### config.mk
export PLATFORM = sky130hd
export DESIGN_NAME = output_packer
export DESIGN_NICKNAME = d
export VERILOG_FILES = /design/src/rtl/output_packer.sv
export SDC_FILE = /design/constraint.sdc
export NUM_CORES = 1
export LEC_CHECK = 0
export CAP_MARGIN = 15
export CORE_ASPECT_RATIO = 0.7
export CORE_UTILIZATION = 55
export DETAILED_ROUTE_END_ITERATION = 10
export GPL_TIMING_DRIVEN = 0
export PLACE_DENSITY = 0.81
export SETUP_SLACK_MARGIN = 0.1
export SLEW_MARGIN = 30
export SYNTH_ARGS = -nofsm -noshare
export SYNTH_HDL_FRONTEND = slang
export SYNTH_SLANG_ARGS = --single-unit
### constraint.sdc
create_clock -name clk -period 5.95 [get_ports clk]
set_input_delay 0.8925 -clock clk [delete_from_list [all_inputs] [get_ports clk]]
set_output_delay 0.8925 -clock clk [all_outputs]
set_load 0.03 [all_outputs]
### src/rtl/output_packer.sv
// output_packer: binarises signed results against THRESHOLD and packs them LSB-first
// into DATA_W-bit words written to the output RAM; raises finish at end of layer.
`default_nettype none

module output_packer #(
    parameter int                         DATA_W    = 16,
    parameter int                         ADDR_W    = 3,
    parameter int                         WORDS     = 8,
    parameter logic signed [DATA_W-1:0]   THRESHOLD = 16'sd0
) (
    input  logic              clk,
    input  logic              reset,
    input  logic              xxx__dut__go,
    input  logic              in_valid,
    output logic              in_ready,
    input  logic [DATA_W-1:0] in_sum,
    input  logic              in_last,
    output logic [ADDR_W-1:0] dut__dom__address,
    output logic [DATA_W-1:0] dut__dom__data,
    output logic              dut__dom__enable,
    output logic              dut__dom__write,
    output logic              dut__xxx__finish,
    output logic              overflow
);

    localparam int                CNT_W     = $clog2(DATA_W);
    localparam logic [CNT_W-1:0]  LAST_BIT  = CNT_W'(DATA_W - 1);
    localparam logic [ADDR_W-1:0] LAST_ADDR = ADDR_W'(WORDS - 1);

    localparam logic [2:0] S_IDLE     = 3'd0;
    localparam logic [2:0] S_COLLECT  = 3'd1;
    localparam logic [2:0] S_WRITE    = 3'd2;
    localparam logic [2:0] S_OVF_WAIT = 3'd3;
    localparam logic [2:0] S_DONE     = 3'd4;

    logic [2:0]        state_q,     state_d;
    logic [CNT_W-1:0]  bit_cnt_q,   bit_cnt_d;
    logic [ADDR_W-1:0] word_addr_q, word_addr_d;
    logic [DATA_W-1:0] word_q,      word_d;
    logic              last_seen_q, last_seen_d;
    logic              overflow_q,  overflow_d;
    logic [ADDR_W-1:0] dom_addr_q,  dom_addr_d;
    logic [DATA_W-1:0] dom_data_q,  dom_data_d;

    logic xfer;
    logic start;

    assign in_ready          = (state_q == S_COLLECT) || (state_q == S_OVF_WAIT);
    assign xfer              = in_valid && in_ready;
    assign start             = xxx__dut__go && ((state_q == S_IDLE) || (state_q == S_DONE));
    assign dut__dom__enable  = (state_q == S_WRITE);
    assign dut__dom__write   = (state_q == S_WRITE);
    assign dut__dom__address = dom_addr_q;
    assign dut__dom__data    = dom_data_q;
    assign dut__xxx__finish  = (state_q == S_DONE);
    assign overflow          = overflow_q;

    always_comb begin
        state_d     = state_q;
        bit_cnt_d   = bit_cnt_q;
        word_addr_d = word_addr_q;
        word_d      = word_q;
        last_seen_d = last_seen_q;
        overflow_d  = overflow_q;
        dom_addr_d  = dom_addr_q;
        dom_data_d  = dom_data_q;

        if (start) begin
            state_d     = S_COLLECT;
            bit_cnt_d   = '0;
            word_addr_d = '0;
            word_d      = '0;
            last_seen_d = 1'b0;
            overflow_d  = 1'b0;
        end else begin
            case (state_q)
                S_COLLECT: begin
                    if (xfer) begin
                        word_d[bit_cnt_q] = ($signed(in_sum) >= THRESHOLD);
                        bit_cnt_d         = bit_cnt_q + 1'b1;
                        if (in_last) begin
                            last_seen_d = 1'b1;
                        end
                        // Latch the RAM bus here so it is valid for the whole WRITE cycle
                        // and keeps its value afterwards.
                        if ((bit_cnt_q == LAST_BIT) || in_last) begin
                            state_d    = S_WRITE;
                            dom_addr_d = word_addr_q;
                            dom_data_d = word_d;
                        end
                    end
                end
                S_WRITE: begin
                    if (last_seen_q) begin
                        state_d = S_DONE;
                    end else if (word_addr_q == LAST_ADDR) begin
                        state_d = S_OVF_WAIT;
                    end else begin
                        state_d     = S_COLLECT;
                        word_addr_d = word_addr_q + 1'b1;
                        bit_cnt_d   = '0;
                        word_d      = '0;
                    end
                end
                S_OVF_WAIT: begin
                    if (xfer) begin
                        overflow_d = 1'b1;
                        if (in_last) begin
                            state_d = S_DONE;
                        end
                    end
                end
                default: ;
            endcase
        end
    end

    always_ff @(posedge clk or negedge reset) begin
        if (!reset) begin
            state_q     <= S_IDLE;
            bit_cnt_q   <= '0;
            word_addr_q <= '0;
            word_q      <= '0;
            last_seen_q <= 1'b0;
            overflow_q  <= 1'b0;
            dom_addr_q  <= '0;
            dom_data_q  <= '0;
        end else begin
            state_q     <= state_d;
            bit_cnt_q   <= bit_cnt_d;
            word_addr_q <= word_addr_d;
            word_q      <= word_d;
            last_seen_q <= last_seen_d;
            overflow_q  <= overflow_d;
            dom_addr_q  <= dom_addr_d;
            dom_data_q  <= dom_data_d;
        end
    end

endmodule

`default_nettype wire
==> results_dict.tcl, run 1 <==
set metrics [dict create \
    crit_path_max_fanout 11 \
    first_pass_grt_wire_length_um 11100 \
    max_slew.worst_pin.slew_ns 0.7570 \
    cts_post_setup_buffers_inserted 0 \
    critical-path-top-delay-family "buffers and inverters" \
    grtUsageTotal 0.2928 \
    syn_area_sq_um 2595 \
    multiInputGateArea_sq_um 1266 \
    syn_inst 256 \
    timing.critical_path.slowest_stage_cell "nor3b_2" \
    timing.slew.headroom 0.4932 \
    rsz_0062_raised_after_global_routing "false" \
    post-route-drc-count 4 \
    postLayoutCoreUtil 0.6890 \
    finalSetupTns_ns 0 \
    via_count 2280 \
    mappedNetlistNets 283 \
    row_count 20 \
    worst_clock_skew_ns 0.006705 \
    clk_pin_slew_worst_paths_ns 0.08 \
    synth_edf_count 0 \
    synth_area_leader_cell "dfrtp_1" \
    final_period_minus_worst_setup_slack_ns 3.620 \
    first_global_vias 2136 \
    floorplan.die.width_um 84.10 \
    cap_viol_max_count 0 \
    share_seq_of_total_power 0.573 \
    wl_um 6703 \
    timing.fmax_mhz 276.2 \
    critPathLaunchType "register" \
    ys_async_sr_fraction 1.000 \
    coreArea_sq_um 4429 \
    fillCellCount 347 \
    hold_viol_final 0 \
    final_net_count 319 \
    floorplan.die_area_sq_um 5001 \
    cts-htree-levels 2 \
    chipHeight_um 59.47 \
    timing.final.crit_share 0.6084 \
    worst_ir_drop_vdd_v 0.0001277 \
    leakagePower_nw 1.242 \
    sort_of_element_at_the_end_of_the_critical_path "output port" \
    globalRoute.totalOverflow 0 \
    final_count_of_pins_violating_max_slew 0 \
    ys_seq_area_frac 0.4532 \
    p_per_area_nw_per_um2 182.5 \
    worstPathBufferInverterCount 4 \
    postSynthAreaPerCell_sq_um 10.14 \
    route.antenna.remaining_nets 0 \
    power_frac_clock 0.390 \
    power.internal_uw 429.7 \
    netSwitchingPower_uw 127.2 \
    worst_ep_arrival_time_ns 2.73 \
    layout.cells.most_common "dfrtp_1" \
    worst-setup-path-type "register to output port" \
    drive_gt1_frac 0.09898 \
    initial_antenna_violation_count 0 \
    n_antenna_cell 0 \
    holdBufCountCts 0 \
    wl_per_cell_um 19.26 \
    power_frac_comb 0.037 \
    path_common_cell "buf_2" \
    areaGrowthSynthToFinish_pct 17.60 \
    dominantRegCellSynth "dfrtp_1" \
    detailedRoute.firstPassIterationCount 8 \
    yosys_reg_bits 47 \
    synthTopCellsByArea "dfrtp_1, mux2i_1, o311ai_0, o211ai_1, o31ai_1" \
    design.portCount 45 \
    clock_insertion_delay_worst_skew_ns 0.31 \
    path_cells "buf_2 > nor3b_2 > buf_2 > buf_4 > clkdlybuf4s50_1" \
    violations "design-rule violations" \
    layout_common_cells "dfrtp_1, clkdlybuf4s50_1, nand3_1" \
    design_power_total_uw 556.9 \
    worst-r2r-setup-slack_ns 3.85 \
    endpoint_required_time_on_the_critical_path_ns 5.06 \
    min-delay-path-class "register to register" \
    setup_violations 0 \
    routabilityCongestion 0.8892 \
    synthDistinctLibCells 45 \
    status "complete, but fails checks" \
    synth-warning-count 0 \
    post_drt_via_cell_ratio 6.552 \
    post-synth-top-area-fraction 0.4532 \
    initial_utilization 0.5859 \
    dp_hpwl_um 4536 \
    drt_first_iter_violations 384 \
    count_of_input_and_output_buffers 29 \
    cts.repair.resized 0 \
    clock_sink_count 47 \
    clock_tree.buffer_depth 2 \
    largest_net_degree_at_the_start_of_global_routing 48 \
    cts.root.buffer_cell "clkbuf_8" \
    power.switching_fraction 0.2283 \
    slowest_delay_ns 0.66 \
    cts_tree "done" \
    register_area_sq_um 1176 \
    cts_buffers 5 \
]
[sequential cells by signal, summed over array words and instances, names as in the netlist]
name / count
dut__dom__address: 3
bit_cnt_q: 4
word_q: 16
overflow: 1
last_seen_q: 1
state_q: 3
word_addr_q: 3
dut__dom__data: 16
[metrics by stage]
step           std cells  hold slack, ns  setup slack, ns  cell area (sq um)
2_1_floorplan        256          0.4942            3.559               2595
3_3_place_gp         340          0.4900            2.696               2954
3_5_place_dp         340          0.4974            2.711               2952
4_1_cts              348          0.5156            2.360               3052
5_1_grt              348          0.5332            2.258               3052
6_report             348          0.5152            2.330               3052
[layout make-up]
class / count / area share
well taps: 55 / 0.02255
multi-input cells: 174 / 0.4149
flip-flops and latches: 47 / 0.3854
inverters: 7 / 0.008610
plain buffers: 28 / 0.04141
repair buffers: 29 / 0.09430
clock buffers: 8 / 0.03280
[worst paths after layout]
check	start	endpoint	cells after the start
setup / recovery	state_q[0]	dut__dom__write	5
hold / removal	dut__dom__data[3]	dut__dom__data[3]	2
setup reg to reg	bit_cnt_q[0]	dut__dom__data[12]	4
hold reg to reg	dut__dom__data[3]	dut__dom__data[3]	2
max in group asynchronous	reset	word_q[2]	1
min in group asynchronous	reset	word_q[9]	1
[logic make-up after synthesis]
kind of cell | share of synthesized area
AOI/OAI and AO/OA | 0.2421
and+or+nand+nor | 0.1360
DFF | 0.4532
buffers and inverters | 0.05882
muxes | 0.08100
adders and majority gates | 0.02893
[Yosys cell counts (2+ instances only)]
cell,n
o21ai_0,19
buf_2,7
o311ai_0,15
clkbuf_1,16
ha_1,6
nand3b_1,8
a21oi_1,6
nand3_1,21
buf_1,2
mux2_2,4
nor2_1,8
dfrtp_1,47
inv_1,7
mux2i_1,15
nor3b_1,4
a31oi_1,5
o31ai_1,16
nand2_1,6
a22o_1,2
o211ai_1,16
or3_1,2
[worst min-delay path, cell delays in order (launching register included)]
cell,delay (ns)
dfrtp_1,0.34
o21ai_0,0.08
o31ai_1,0.06
[layer usage]
layer	track usage	wire, um	up-vias
li1	-	-	1044
met5	0	0	-
met3	0.07799	555	11
met4	0.09606	100	0
met2	0.4274	2938	101
met1	0.4248	3109	1124
[power by group through the flow]
stage / sequential, mW / combinational [mW] / clock [mW]
floorplan: 0.326 / 0.00670 / 0
global placement: 0.326 / 0.0204 / 0
detailed placement: 0.325 / 0.0206 / 0
CTS: 0.319 / 0.0206 / 0.218
global route: 0.319 / 0.0231 / 0.233
finish: 0.319 / 0.0204 / 0.217
(Power assumes the default switching activity.)
==> inputs of run 2 (changes only) <==
- CORE_UTILIZATION: 55 -> 53
- PLACE_DENSITY: 0.81 -> 0.78
- clock period: 5.95 -> 3.5 ns (I/O delays scaled with it)
==> results_dict.tcl, run 2 (synthesized netlist as in run 1, its figures left out) <==
set metrics [dict create \
    routabilityCongestion 0.8999 \
    timing.fmax_mhz 307.0 \
    worstReg2RegStart "bit_cnt_q[0]" \
    clk_pin_slew_worst_paths_ns 0.09 \
    regToRegEndpoint "dut__dom__data[12]" \
    wl_um 6664 \
    rsz_0062_raised_after_global_routing "false" \
    clock_insertion_delay_worst_skew_ns 0.31 \
    worst-setup-path-type "register to output port" \
    cts.root.buffer_cell "clkbuf_8" \
    row_count 20 \
    final_net_count 319 \
    detailedRoute.firstPassIterationCount 5 \
    finalSetupTns_ns 0 \
    leakagePower_nw 1.232 \
    max_slew.worst_pin.slew_ns 0.7635 \
    layout_common_cells "dfrtp_1, clkdlybuf4s50_1, nand3_1" \
    pre_cts_ws_ns 0.5936 \
    setup_violations 0 \
    route.antenna.remaining_nets 0 \
    final.setup.worst_slack_ns 0.2422 \
    design.portCount 45 \
    initial_utilization 0.5761 \
    holdBufCountCts 0 \
    worstPathBufferInverterCount 4 \
    endpoint_required_time_on_the_critical_path_ns 2.97 \
    count_of_input_and_output_buffers 29 \
    slowest_delay_ns 0.66 \
    critPathLaunchType "register" \
    timing.critical_path.slowest_stage_cell "nor3b_2" \
    critical-path-top-delay-family "buffers and inverters" \
    fillCellCount 373 \
    cts_post_setup_buffers_inserted 0 \
    via_count 2338 \
    design_power_total_uw 904.2 \
    sort_of_element_at_the_end_of_the_critical_path "output port" \
    r2r_cells 4 \
    clock_sink_count 47 \
    coreArea_sq_um 4504 \
    timing.slew.headroom 0.4887 \
    share_seq_of_total_power 0.600 \
    cap_viol_max_count 0 \
    first_pass_grt_wire_length_um 11230 \
    drive_gt1_frac 0.09898 \
    n_antenna_cell 0 \
    largest_net_degree_at_the_start_of_global_routing 48 \
    timing.final.crit_share 0.9308 \
    post-route-drc-count 0 \
    power.switching_fraction 0.2370 \
    chipHeight_um 60.55 \
    worst_ir_drop_vdd_v 0.0001986 \
    p_per_area_nw_per_um2 297.8 \
    power.internal_uw 689.9 \
    floorplan.die_area_sq_um 5185 \
    wl_per_cell_um 19.15 \
    crit_path_max_fanout 11 \
    post_drt_via_cell_ratio 6.718 \
    worst-r2r-setup-slack_ns 1.40 \
    cts.repair.resized 0 \
    drt_first_iter_violations 219 \
    globalRoute.totalOverflow 0 \
    cts_tree "done" \
    clock_tree.buffer_depth 2 \
    min-delay-path-class "input port to async pin" \
    worst_clock_skew_ns 0.01136 \
    cts_buffers 5 \
    hold_viol_final 0 \
    first_global_vias 2202 \
    power_frac_clock 0.362 \
    dp_hpwl_um 4611 \
    cts-htree-levels 2 \
    worst_ep_arrival_time_ns 2.73 \
    netSwitchingPower_uw 214.3 \
    floorplan.die.width_um 85.64 \
    grtUsageTotal 0.2881 \
    status "finished clean" \
    areaGrowthSynthToFinish_pct 17.02 \
    initial_antenna_violation_count 0 \
    path_cells "buf_2 > nor3b_2 > buf_2 > buf_4 > clkdlybuf4s50_1" \
    power_frac_comb 0.038 \
    layout.cells.most_common "dfrtp_1" \
    final_count_of_pins_violating_max_slew 0 \
    final_period_minus_worst_setup_slack_ns 3.258 \
    path_common_cell "buf_2" \
]
run 2: cell count changes in the layout (fill, tap and decap cells not counted):
cell	before	now
clkbuf_8	7	5
clkinv_2	0	1
clkinvlp_4	0	1
run 2: cell type report:
type                            count  area [sq um]  area share
Clock inverter                      2         12.51    0.004120
Tap cell                           55         68.82     0.02266
Inverter                            7         26.28    0.008653
Buffer                             28         126.4     0.04162
Clock buffer                        6         72.57     0.02390
Timing Repair Buffer               29         287.8     0.09477
Sequential cell                    47          1176      0.3873
Multi-Input combinational cell    174          1266      0.4170
run 2: per-layer routing:
| metal | up-vias | routed length [um] | part of all wire | global-route usage |
|---|---|---|---|---|
| li1 | 1048 | - | - | - |
| met1 | 1173 | 3148 | 0.47 | 0.4170 |
| met2 | 108 | 2966 | 0.45 | 0.4491 |
| met3 | 9 | 484 | 0.073 | 0.05578 |
| met4 | 0 | 65 | 0.0098 | 0.08333 |
| met5 | - | 0 | 0 | 0 |
run 2: power by group through the flow:
stage | Clock [mW] | Combinational, mW | Sequential [mW]
floorplan | 0 | 0.0114 | 0.553
global placement | 0 | 0.0350 | 0.553
detailed placement | 0 | 0.0348 | 0.553
CTS | 0.330 | 0.0348 | 0.542
global route | 0.350 | 0.0393 | 0.543
finish | 0.327 | 0.0344 | 0.542
run 2: how the worst max path moves through the flow:
stage               startpoint               to  cells past startpoint
finish              state_q[0]  dut__dom__write                      5
global route        state_q[0]  dut__dom__write                      5
CTS                 state_q[0]  dut__dom__write                      5
detailed placement  state_q[0]  dut__dom__write                      5
global placement         reset       state_q[2]                      1
floorplan           state_q[0]  dut__dom__write                      4
run 2: stage by stage:
stage	hold slack, ns	utilization	cell area [sq um]	instances
2_1_floorplan	0.2294	-	2595	256
3_3_place_gp	0.4902	0.6558	2954	340
3_5_place_dp	0.4969	0.6553	2952	340
4_1_cts	0.2356	0.6742	3037	348
5_1_grt	0.2606	0.6742	3037	348
6_report	0.2065	0.6742	3037	348
